## src/rtl/proj_fluxo_fila_pkg.sv

```systemverilog
// proj_fluxo_fila_pkg: FSM state encoding and default parameter constants shared by the block
package proj_fluxo_fila_pkg;
    typedef enum logic [1:0] {OCIOSO, ATIVO, COMPARA, FIM} estado_t;
    localparam int COORD_W_PAD = 3;
    localparam int DEPTH_PAD = 4;
    localparam int T_MAX_PAD = 30000;
    localparam int T_PENAL_PAD = 1000;
    localparam int PTS_W_PAD = 8;
endpackage

```

## src/rtl/fila_jogadas.sv

```systemverilog
// fila_jogadas: expected-move FIFO; a push while full only succeeds if a pop happens in the same cycle
module fila_jogadas
    import proj_fluxo_fila_pkg::*;
#(
    parameter int COORD_W = COORD_W_PAD,
    parameter int DEPTH = DEPTH_PAD
) (
    input  logic                         clock,
    input  logic                         reset,
    input  logic                         push,
    input  logic                         pop,
    input  logic [COORD_W-1:0]           linha_in,
    input  logic [COORD_W-1:0]           coluna_in,
    output logic [COORD_W-1:0]           linha_out,
    output logic [COORD_W-1:0]           coluna_out,
    output logic                         full,
    output logic                         empty,
    output logic [$clog2(DEPTH+1)-1:0]   count
);
    localparam int AW = $clog2(DEPTH);
    localparam int CW = $clog2(DEPTH+1);
    logic [2*COORD_W-1:0] mem [DEPTH];
    logic [AW-1:0] rd, wr;
    logic do_push, do_pop;
    always_comb begin
        empty = count == '0;
        full = count == CW'(DEPTH);
        do_pop = pop & ~empty;
        do_push = push & (~full | do_pop);
        {linha_out, coluna_out} = empty ? '0 : mem[rd];
    end
    always_ff @(posedge clock) begin
        if (do_push) mem[wr] <= {linha_in, coluna_in};
    end
    always_ff @(posedge clock) begin
        if (reset) begin
            rd <= '0;
            wr <= '0;
            count <= '0;
        end else begin
            if (do_push) wr <= wr + 1'b1;
            if (do_pop) rd <= rd + 1'b1;
            count <= count + CW'(do_push) - CW'(do_pop);
        end
    end
endmodule

```

## src/rtl/proj_fluxo_fila.sv

```systemverilog
// proj_fluxo_fila: timed move-matching round against a queue of expected moves, with score and penalties
module proj_fluxo_fila
    import proj_fluxo_fila_pkg::*;
#(
    parameter int COORD_W = COORD_W_PAD,
    parameter int DEPTH = DEPTH_PAD,
    parameter int T_MAX = T_MAX_PAD,
    parameter int T_PENAL = T_PENAL_PAD,
    parameter int PTS_W = PTS_W_PAD
) (
    input  logic                         clock,
    input  logic                         reset,
    input  logic                         inicia,
    input  logic                         carrega,
    input  logic [COORD_W-1:0]           linhaNova,
    input  logic [COORD_W-1:0]           colunaNova,
    input  logic                         jogou,
    input  logic [COORD_W-1:0]           jogadaLinha,
    input  logic [COORD_W-1:0]           jogadaColuna,
    output logic [COORD_W-1:0]           linhaEsperada,
    output logic [COORD_W-1:0]           colunaEsperada,
    output logic                         acertou,
    output logic                         errou,
    output logic                         fimT,
    output logic [$clog2(T_MAX+1)-1:0]   tempo,
    output logic [PTS_W-1:0]             pontos,
    output logic                         vazia,
    output logic                         cheia,
    output logic [$clog2(DEPTH+1)-1:0]   ocupacao,
    output logic                         estourou
);
    localparam int TW = $clog2(T_MAX+1);
    // Penalty clamped to T_MAX so penalty+tick always fits in TW+1 bits
    localparam logic [TW:0] PENAL = (T_PENAL > T_MAX) ? (TW+1)'(T_MAX) : (TW+1)'(T_PENAL);
    estado_t estado, estado_prox;
    logic jogou_q, borda, acerto, erro, ativo, aceita, reinicia;
    logic [COORD_W-1:0] lat_linha, lat_coluna;
    logic [TW:0] dec;
    logic [TW-1:0] tempo_prox;

    fila_jogadas #(.COORD_W(COORD_W), .DEPTH(DEPTH)) u_fila (
        .clock(clock),
        .reset(reset),
        .push(carrega),
        .pop(acerto),
        .linha_in(linhaNova),
        .coluna_in(colunaNova),
        .linha_out(linhaEsperada),
        .coluna_out(colunaEsperada),
        .full(cheia),
        .empty(vazia),
        .count(ocupacao)
    );

    always_comb begin
        borda = jogou & ~jogou_q;
        ativo = estado == ATIVO || estado == COMPARA;
        acerto = estado == COMPARA && !vazia && lat_linha == linhaEsperada && lat_coluna == colunaEsperada;
        erro = estado == COMPARA && !acerto;
        dec = erro ? PENAL + 1'b1 : (TW+1)'(1);
        tempo_prox = ({1'b0, tempo} > dec) ? TW'({1'b0, tempo} - dec) : '0;
        aceita = estado == ATIVO && borda && !vazia && tempo_prox != '0;
        reinicia = (estado == OCIOSO || estado == FIM) && inicia;
        estado_prox = reinicia ? ATIVO : !ativo ? estado : tempo_prox == '0 ? FIM : aceita ? COMPARA : ATIVO;
        fimT = estado == FIM;
    end

    always_ff @(posedge clock) begin
        if (reset) begin
            estado <= OCIOSO;
            jogou_q <= 1'b0;
            lat_linha <= '0;
            lat_coluna <= '0;
            acertou <= 1'b0;
            errou <= 1'b0;
            tempo <= TW'(T_MAX);
            pontos <= '0;
            estourou <= 1'b0;
        end else begin
            estado <= estado_prox;
            jogou_q <= jogou;
            acertou <= acerto;
            errou <= erro;
            if (aceita) begin
                lat_linha <= jogadaLinha;
                lat_coluna <= jogadaColuna;
            end
            tempo <= reinicia ? TW'(T_MAX) : ativo ? tempo_prox : tempo;
            pontos <= reinicia ? '0 : (acerto && pontos != '1) ? pontos + 1'b1 : pontos;
            estourou <= estourou | (carrega & cheia & ~acerto);
        end
    end
endmodule

```

## config.mk

```make
export PLATFORM = sky130hd
export DESIGN_NAME = proj_fluxo_fila
export DESIGN_NICKNAME = d
export VERILOG_FILES = /design/src/rtl/proj_fluxo_fila_pkg.sv /design/src/rtl/fila_jogadas.sv /design/src/rtl/proj_fluxo_fila.sv
export SDC_FILE = /design/constraint.sdc
export NUM_CORES = 1
export LEC_CHECK = 0
export ABC_AREA = 1
export CORE_AREA = 3 3 99 101
export CTS_CLUSTER_DIAMETER = 100
export DETAILED_ROUTE_END_ITERATION = 10
export DIE_AREA = 0 0 102 104
export PLACE_DENSITY_LB_ADDON = 0.1
export SLEW_MARGIN = 20
export SYNTH_ARGS = -nofsm -noshare
export SYNTH_HDL_FRONTEND = slang
export SYNTH_SLANG_ARGS = --single-unit
```

## constraint.sdc

```tcl
create_clock -name clock -period 5.1 [get_ports clock]
set_clock_uncertainty 0.2 [all_clocks]
set_input_delay 1.02 -clock clock [delete_from_list [all_inputs] [get_ports clock]]
set_output_delay 1.02 -clock clock [all_outputs]
set_load 0.005 [all_outputs]
```

==> results list, run 1 <==
- Worst hold start: pontos[5]
- The detail route stage leaves a number of antenna-violating nets equal to 0.
- Sequential fraction of the synthesis area: 0.401
- For the worst-skew pair, the clock arrives at the later sink with an insertion delay of 340 ps.
* WL final: roughly 9400 um
- On the final layout, the worst hold slack is 305 ps.
- Layout Area Growth over Synthesis: 20.4%
- Largest stage delay on the critical path: 580 ps
* Detail Placement HPWL: 7170 um
* Number of fill cells in the layout: 871
- Max-capacitance violation count: 0
* Sink count of the clock tree: 68
- Entering global routing, the biggest net connects 24 pins.
* Depth of the worst hold-timing path: 2
* Type of the tightest min-delay check: reg2reg
- Number of design rule violations left after detail routing: 0
- Worst Setup Path Type: reg2reg
- Count of antenna diodes in the layout: 0
- TritonCTS built the clock tree.
- The most used flip-flop cell after synthesis is dfxtp_1.
- Core outline area: 9110 um^2
* CP Launch Type: flop
* Unrepaired setup endpoints after global routing: false
- Syn_nets: about 570
- Switch Pwr: roughly 0.75 mW
- WP data required: 5140 ps
- The routed design could run at a clock period as short as between 4000 and 5000 ps.
- Kind of end point of the critical path: flop
- Post-CTS setup repair buffer count: 0
* Number of H-tree levels: 3
- In this run, CTS created clock tree buffers numbering 9.
- The longest clock path from root to sink contains 2 buffers.
- The worst register-to-register path has a depth of 23.
* IR Drop Worst-Case VDD: 0.185 mV
- Of the total power, combinational logic draws 0.397.
- Synthesis instantiated 37 different standard cells from the library.
- Clock edge transition at the registers on the reported setup and hold paths: 90 ps
* Number of cells in the design after placement: just under 700
- Of the total power, the share spent switching nets is 0.392.
* Internal Power: 1.17 mW
- Floorplan die width: slightly above 100 um
* Worst-path fanout max: 15
* Clock group share of total power: 0.245
- In this run the critical register-to-register path is captured at lat_linha[2].
* IO Port Bufs: 54
- Non-filler instance count after layout: 700
- The worst hold path terminates at pontos[5].
- Gate Count Post-Synth: around 530
- Slowest stage cell on the critical path: dfxtp_1
- Prior to clock tree synthesis, the placed netlist has a worst setup slack of 873 ps.
* Total I/O pin count: 55
- The run finished with clean final reports.
* Share of synthesized flip-flops with an asynchronous set or reset: 0
* # resized after CTS: 0
* Number of vias in the routed layout: 3417
* Number of synthesized register bits: 68
- The critical path goes through inv_2, o21ai_0, nand2_1, nand2_1, nand2_1, nand2_1, nor2_2, nand3_2, nand2_1, ha_1, inv_2, nor2_4, nand2_2, nor2_2, nand2_2, a21oi_4, nand3_1, nand2_4, nor2_4, nand3_4, nand3_1, nand2_1, nor2_1.
- The floorplan step defined a die boundary enclosing 10600 um^2.
- The via count of the first global-routing pass came to 3263.
- DRC marker count from the first detailed-route iteration: 158
- The die is 104 um tall.
- CTS placed an instance of clkbuf_8 at the clock tree root.
- Iteration count of the initial detailed-routing pass: 4
* Multi-input combinational cell area: 2020 um^2
- Adding up every negative setup slack in the final design gives 0 ps.
- Summed over all cells, the static leakage comes to 2.14 nW.
- Across the whole layout, storage elements account for 1600 um^2.
- Number of enable-type register cells in the synthesized netlist: 24
* Final hold violation count: 0
- Routability-driven placement congestion ratio: ~0.90
* Syn Std Cell Area: ~4000 um^2
* Actual transition at the worst max-transition pin: around 950 ps
- Routed via count divided by cell count: 4.88
* Post-route clock period utilization: 0.831
- Fraction of final layout cells sized beyond drive strength 1: 0.122
- Relative max-transition margin: 0.365
- Placed cell areas: approximately 4600 um^2
- Reg2Reg Setup Slack: 860 ps
- Antenna violations before repair: 0
* Initial standard-cell utilization of the core: 0.439
- Of the total power, registers draw 0.358.
* Number of buffers inserted for hold repair after clock tree synthesis: 0
* Most frequent CP cell: nand2_1
* Final Setup Violations: 0
- Pwr dens: 400 nW/um^2
* Routed wire length per instance: approximately 13 um
* Total GRT Usage: 0.182
- Fmax: between 200 and 250 MHz
- The total overflow left after global routing is 0.
- Standard-cell row count: 35
- In the final design database the tool counted 622 nets.
* Min setup slack post-route: 864 ps
* Final non-filler cell area: 4810 um^2
- Global-route wire length before repair: 15400 um
- Critical path data arrival time: 4270 ps
- Number of pins exceeding their max-slew limit in the final report: 0
- Average instance area after synthesis: between 7 and 8 um^2
* Synthesis warning total: 0
how the worst max path moves through the flow:
stage	slack [ps]	start	to
after floorplan	1780	flop	lat_coluna[0]
after CTS	850	flop	lat_coluna[0]
after global placement	1030	flop	lat_coluna[1]
after global routing	440	flop	lat_coluna[1]
after detailed placement	870	flop	lat_coluna[0]
final	860	flop	lat_linha[2]
synthesized netlist by cell type, types with 2 or more instances:
cell / n / area [um^2]
a21oi_1: 24 / 120
a21oi_2: 7 / 61.3
a31oi_1: 2 / 12.5
buf_2: 2 / 10.0
buf_4: 2 / 15.0
clkbuf_1: 6 / 22.5
dfxtp_1: 44 / 881
edfxtp_1: 24 / 721
ha_1: 20 / 250
inv_1: 68 / 255
inv_2: 11 / 41.3
nand2_1: 133 / 499
nand2_2: 9 / 56.3
nand2_4: 2 / 22.5
nand3_1: 29 / 145
nand3_2: 5 / 50.1
nand3_4: 2 / 35.0
nand3b_1: 2 / 15.0
nand4_1: 5 / 31.3
nor2_1: 65 / 244
nor2_2: 9 / 56.3
nor2_4: 6 / 67.6
o211ai_1: 2 / 15.0
o211ai_2: 2 / 25.0
o21ai_0: 19 / 95.1
o21ai_1: 13 / 65.1
xnor2_1: 4 / 35.0
xor2_1: 5 / 43.8
cells by family (layout without fill, tap and decap cells):
family	count (synthesis)	in the layout	synth area share
AND/OR/NAND/NOR	270	270	0.312
buffers and inverters	92	150	0.0955
AO/OA/AOI/OAI	71	71	0.105
flip-flops	68	68	0.401
adder cells (fa/ha/maj)	21	21	0.0676
XOR/XNOR	9	9	0.0197
metrics by stage:
| stage | total power [mW] | utilization |
|---|---|---|
| floorplan | 1.20 | - |
| global placement | 1.47 | 0.506 |
| detailed placement | 1.46 | 0.506 |
| CTS | 1.93 | 0.528 |
| global route | 2.07 | 0.528 |
| finish | 1.92 | 0.528 |
registers in the layout (all words and copies together), names as in the netlist, named ones only:
| register | count |
|---|---|
| acertou | 1 |
| u_fila.mem | 24 |
| u_fila.wr | 2 |
| errou | 1 |
| estado | 2 |
| jogou_q | 1 |
| lat_coluna | 3 |
| u_fila.count | 3 |
| lat_linha | 3 |
| tempo | 15 |
| u_fila.rd | 2 |
| estourou | 1 |
| pontos | 8 |
power by group through the flow:
stage	clock network, mW	registers, mW	logic (mW)
final	0.471	0.689	0.764
after global routing	0.503	0.699	0.867
after global placement	0	0.702	0.766
after CTS	0.478	0.689	0.768
after floorplan	0	0.686	0.513
after detailed placement	0	0.701	0.764
worst max-delay path, delay by kind of cell (launching register included):
family                   cells  cell delay [ps]
AO/OA/AOI/OAI                2              590
AND/OR/NAND/NOR             18             2000
flip-flops                   1              580
buffers and inverters        2              260
adder cells (fa/ha/maj)      1              480
final cells by class:
type / count / share of cell area
clock buffer: 9 / 0.0257
multi-input combinational: 371 / 0.420
tap: 111 / 0.0289
clock inverter: 7 / 0.0172
timing repair buffer: 54 / 0.112
sequential: 68 / 0.333
inverter: 80 / 0.0629
cells in the final DEF, fill, tap and decap left out, types with 6 or more instances in the layout:
cell | synthesis | final
nor2_4 | 6 | 6
inv_1 | 68 | 68
dfxtp_1 | 44 | 44
nor2_1 | 65 | 65
edfxtp_1 | 24 | 24
nand2_1 | 133 | 133
a21oi_2 | 7 | 7
o21ai_0 | 19 | 19
a21oi_1 | 24 | 24
nand2_2 | 9 | 9
clkbuf_8 | 0 | 9
clkdlybuf4s50_1 | 0 | 54
o21ai_1 | 13 | 13
ha_1 | 20 | 20
inv_2 | 11 | 11
nand3_1 | 29 | 29
nor2_2 | 9 | 9
per-layer routing:
layer,up-vias,track usage,wire length [um]
met5,-,0,0
met4,0,0.0534,103
met3,8,0.0329,381
met2,68,0.276,4100
met1,1545,0.262,4770
li1,1796,-,-
Note: power is estimated with default switching activity, not from simulation.
==> run 2, diff against run 1 <==
Clock period 5.1 ns to 4 ns, I/O delays scaled along.
==> run 2 against run 1 <==
Compared with the run above: fmax grew 18%; combinational power increased by 31%; sequential share of layout area is 0.34 points lower; first-iteration DRC count grew 1.9%; setup slack got worse by 460 ps; final cell count rose by 0.43%; core utilization is 0.71 points higher; wire length is 1.4% lower; critical path type unchanged; largest cell class unchanged.
==> results list, run 2 (synthesis results as in run 1) <==
- Post-route core utilization: 0.535 (+0.00714)
* Setup TNS after final layout: 0 ps (unchanged)
* Standard-cell row count: 35 (unchanged)
- In the final layout, the registers with the most flip-flops are u_fila.mem: 24 flops, tempo: 15 flops, pontos: 8 flops.
* Total GRT Usage: 0.181 (-0.000275)
- The routability congestion estimate from global placement was 0.905 (+0.78%).
* Iteration count of the initial detailed-routing pass: 4 (unchanged)
* Largest register FFs: 24 (unchanged)
* Placed cell areas: 4630 um^2 (+0.49%)
- Sink count of the clock tree: 68 (unchanged)
- Leaving out fill and tap cells, the most frequent cell in the layout is nand2_1.
- Clock Tree Buf Depth: 2 (unchanged)
* Post-route clock period utilization: 0.898 (+0.0674)
* DRC marker count from the first detailed-route iteration: 161 (+1.9%)
* Final hold violation count: 0 (unchanged)
* Chip height: 104 um (unchanged)
- Core outline area: 9110 um^2 (unchanged)
* Slowest stage cell on the critical path: dfxtp_4
- Largest stage delay on the critical path: 390 ps (-190 ps)
* Number of nets with antenna violations after routing: 0 (unchanged)
- The ratio of cells with drive above 1 in the final layout is 0.137 (+0.0146).
- The largest fanout of any net on the critical path was 14 (-1).
- Number of vias in the routed layout: 3434 (+0.50%)
- Floorplan die width: 102 um (unchanged)
* Top reg by flops: u_fila.mem
* Number of design rule violations left after detail routing: 0 (unchanged)
- STA classifies the critical path startpoint as a flop.
- The number of maximum-capacitance constraint violations is 0 (unchanged).
* Routed via count divided by cell count: 4.88 (about the same)
- Worst hold slack: 291 ps (-14.2 ps)
- WL final: 9230 um (-1.4%)
* Number of buffers inserted for hold repair after clock tree synthesis: 0 (unchanged)
* Number of pins exceeding their max-slew limit in the final report: 0 (unchanged)
- The setup-violating endpoint count in the final report came to 0 (unchanged).
- Detail Placement HPWL: 7060 um (-1.5%)
- The root buffer cell chosen for the clock tree is clkbuf_8.
- The required time reported for the critical path endpoint is 4040 ps (-1100 ps).
- The run finished with clean final reports.
- Top library cells by usage in the layout, fill and taps aside: 132 x nand2_1, 68 x inv_1, 65 x nor2_1, 54 x clkdlybuf4s50_1, 42 x dfxtp_1
- The maximum clock rate is 278 MHz (+18%).
* Final non-filler cell area: 4880 um^2 (+1.4%)
* Relative max-transition margin: 0.360 (-0.00459)
- Setup repair after global routing left no endpoint under its margin.
* Sequential cell area: 1610 um^2 (+0.31%)
- The final layout net count came to 625 (+0.48%).
- The number of fill cells is 874 (+0.34%).
* Inserted Clock Buffers: 9 (unchanged)
* Type of the tightest min-delay check: reg2reg
- The slew at the pin closest to its max-slew limit is 953 ps (+6.84 ps).
* Antenna violations before repair: 0 (unchanged)
* Lkg Pwr: 2.16 nW (+1.0%)
- The H-tree depth came to 3 (unchanged).
- The effective utilization at floorplan came to 0.439 (unchanged).
- IR Drop Worst-Case VDD: 0.261 mV (+41%)
- The wire length of the first global-routing pass came to 15400 um (-0.14%).
- The power per cell area is 506 nW/um^2 (+27%).
- Clock tree from TritonCTS: done
- The routed length per placed instance came to 13.1 um (-1.8%).
- The number of diodes was 0 (unchanged).
- The number of input and output port buffers inserted came to 54 (unchanged).
- The critical path goes through inv_2, nand2_1, nand2_1, nand2_1, o21ai_1, nand2_1, xnor2_1, nor2_2, nand3_2, nand2_4, ha_1, nand2_2, nor2_1, nand2_1, nand2_2, nand2_2, a21oi_4, nand3_1, nand2_4, nor2_4, nand3_4, nand3_1, nand2_1, nor2_1.
- The final global-route overflow total was 0 (unchanged).
- STA classifies the critical path endpoint as a flop.
- The top-level I/O count was 55 (unchanged).
- The maximum number of pins on one net before global-route repair came to 24 (unchanged).
- Worst Setup Path Type: reg2reg
- The cell that appears most often on the critical path is nand2_1.
- The shortest clock period the worst path allows after layout is 3590 ps (-644 ps).
- Total power of the final layout: 2.47 mW (+28%)
- The clock-pin slew reported for the worst setup and hold paths after clock tree synthesis came to 80 ps (about the same).
- Skew-Pair Late Insertion Delay: 340 ps (about the same)
- Via count of the first global-routing pass: 3307 (+1.3%)
- Multi-input combinational cell area: 2060 um^2 (+1.9%)
- The die area was 10600 um^2 (unchanged).
- Compared with the post-synthesis result, the final layout area differs by 22.0%.
- Critical path data arrival time: 3630 ps (-640 ps)
run 2: where the power goes:
part / switching (mW) / internal, mW / total, mW
combinational: 0.590 / 0.409 / 0.999
clock: 0.295 / 0.299 / 0.594
sequential: 0.0799 / 0.798 / 0.877
run 2: repair_timing:
action,CTS,global route
gates cloned,0,0
setup buffers,0,0
setup endpoints to repair,4,8
resized for setup,1,7
run 2: cell type report:
type	count	share of cell area
sequential	68	0.329
clock buffer	9	0.0254
tap	111	0.0285
clock inverter	7	0.0169
multi-input combinational	371	0.422
timing repair buffer	57	0.115
inverter	80	0.0621
run 2: routing by layer:
metal / wire length (um) / global-route usage / up-vias
met3: 309 / 0.0342 / 12
li1: - / - / 1803
met5: 0 / 0 / -
met4: 131 / 0.0534 / 0
met1: 4650 / 0.260 / 1548
met2: 4130 / 0.276 / 71
run 2: path summary, 6_finish.rpt:
check / start / to / slack [ps] / cells after the start
max: flop / lat_coluna[2] / 410 / 24
min: estourou / estourou / 290 / 2
max reg2reg: flop / lat_coluna[2] / 410 / 24
min reg2reg: estourou / estourou / 290 / 2
run 2: worst max-delay path: cells and delay by family, from the launching register on:
kind,cells,cell delay (ps)
AOI/OAI and AO/OA,2,370
xor gates and xnor gates,1,180
buffers and inverters,1,170
and+or+nand+nor,19,1770
adders and majority gates,1,390
DFF,1,390
run 2: metrics by stage:
step | instances | setup WS, ps
floorplan | 531 | 677
global placement | 687 | 107
detailed placement | 687 | -12.1
CTS | 703 | 142
global route | 703 | 43.5
finish | 703 | 408
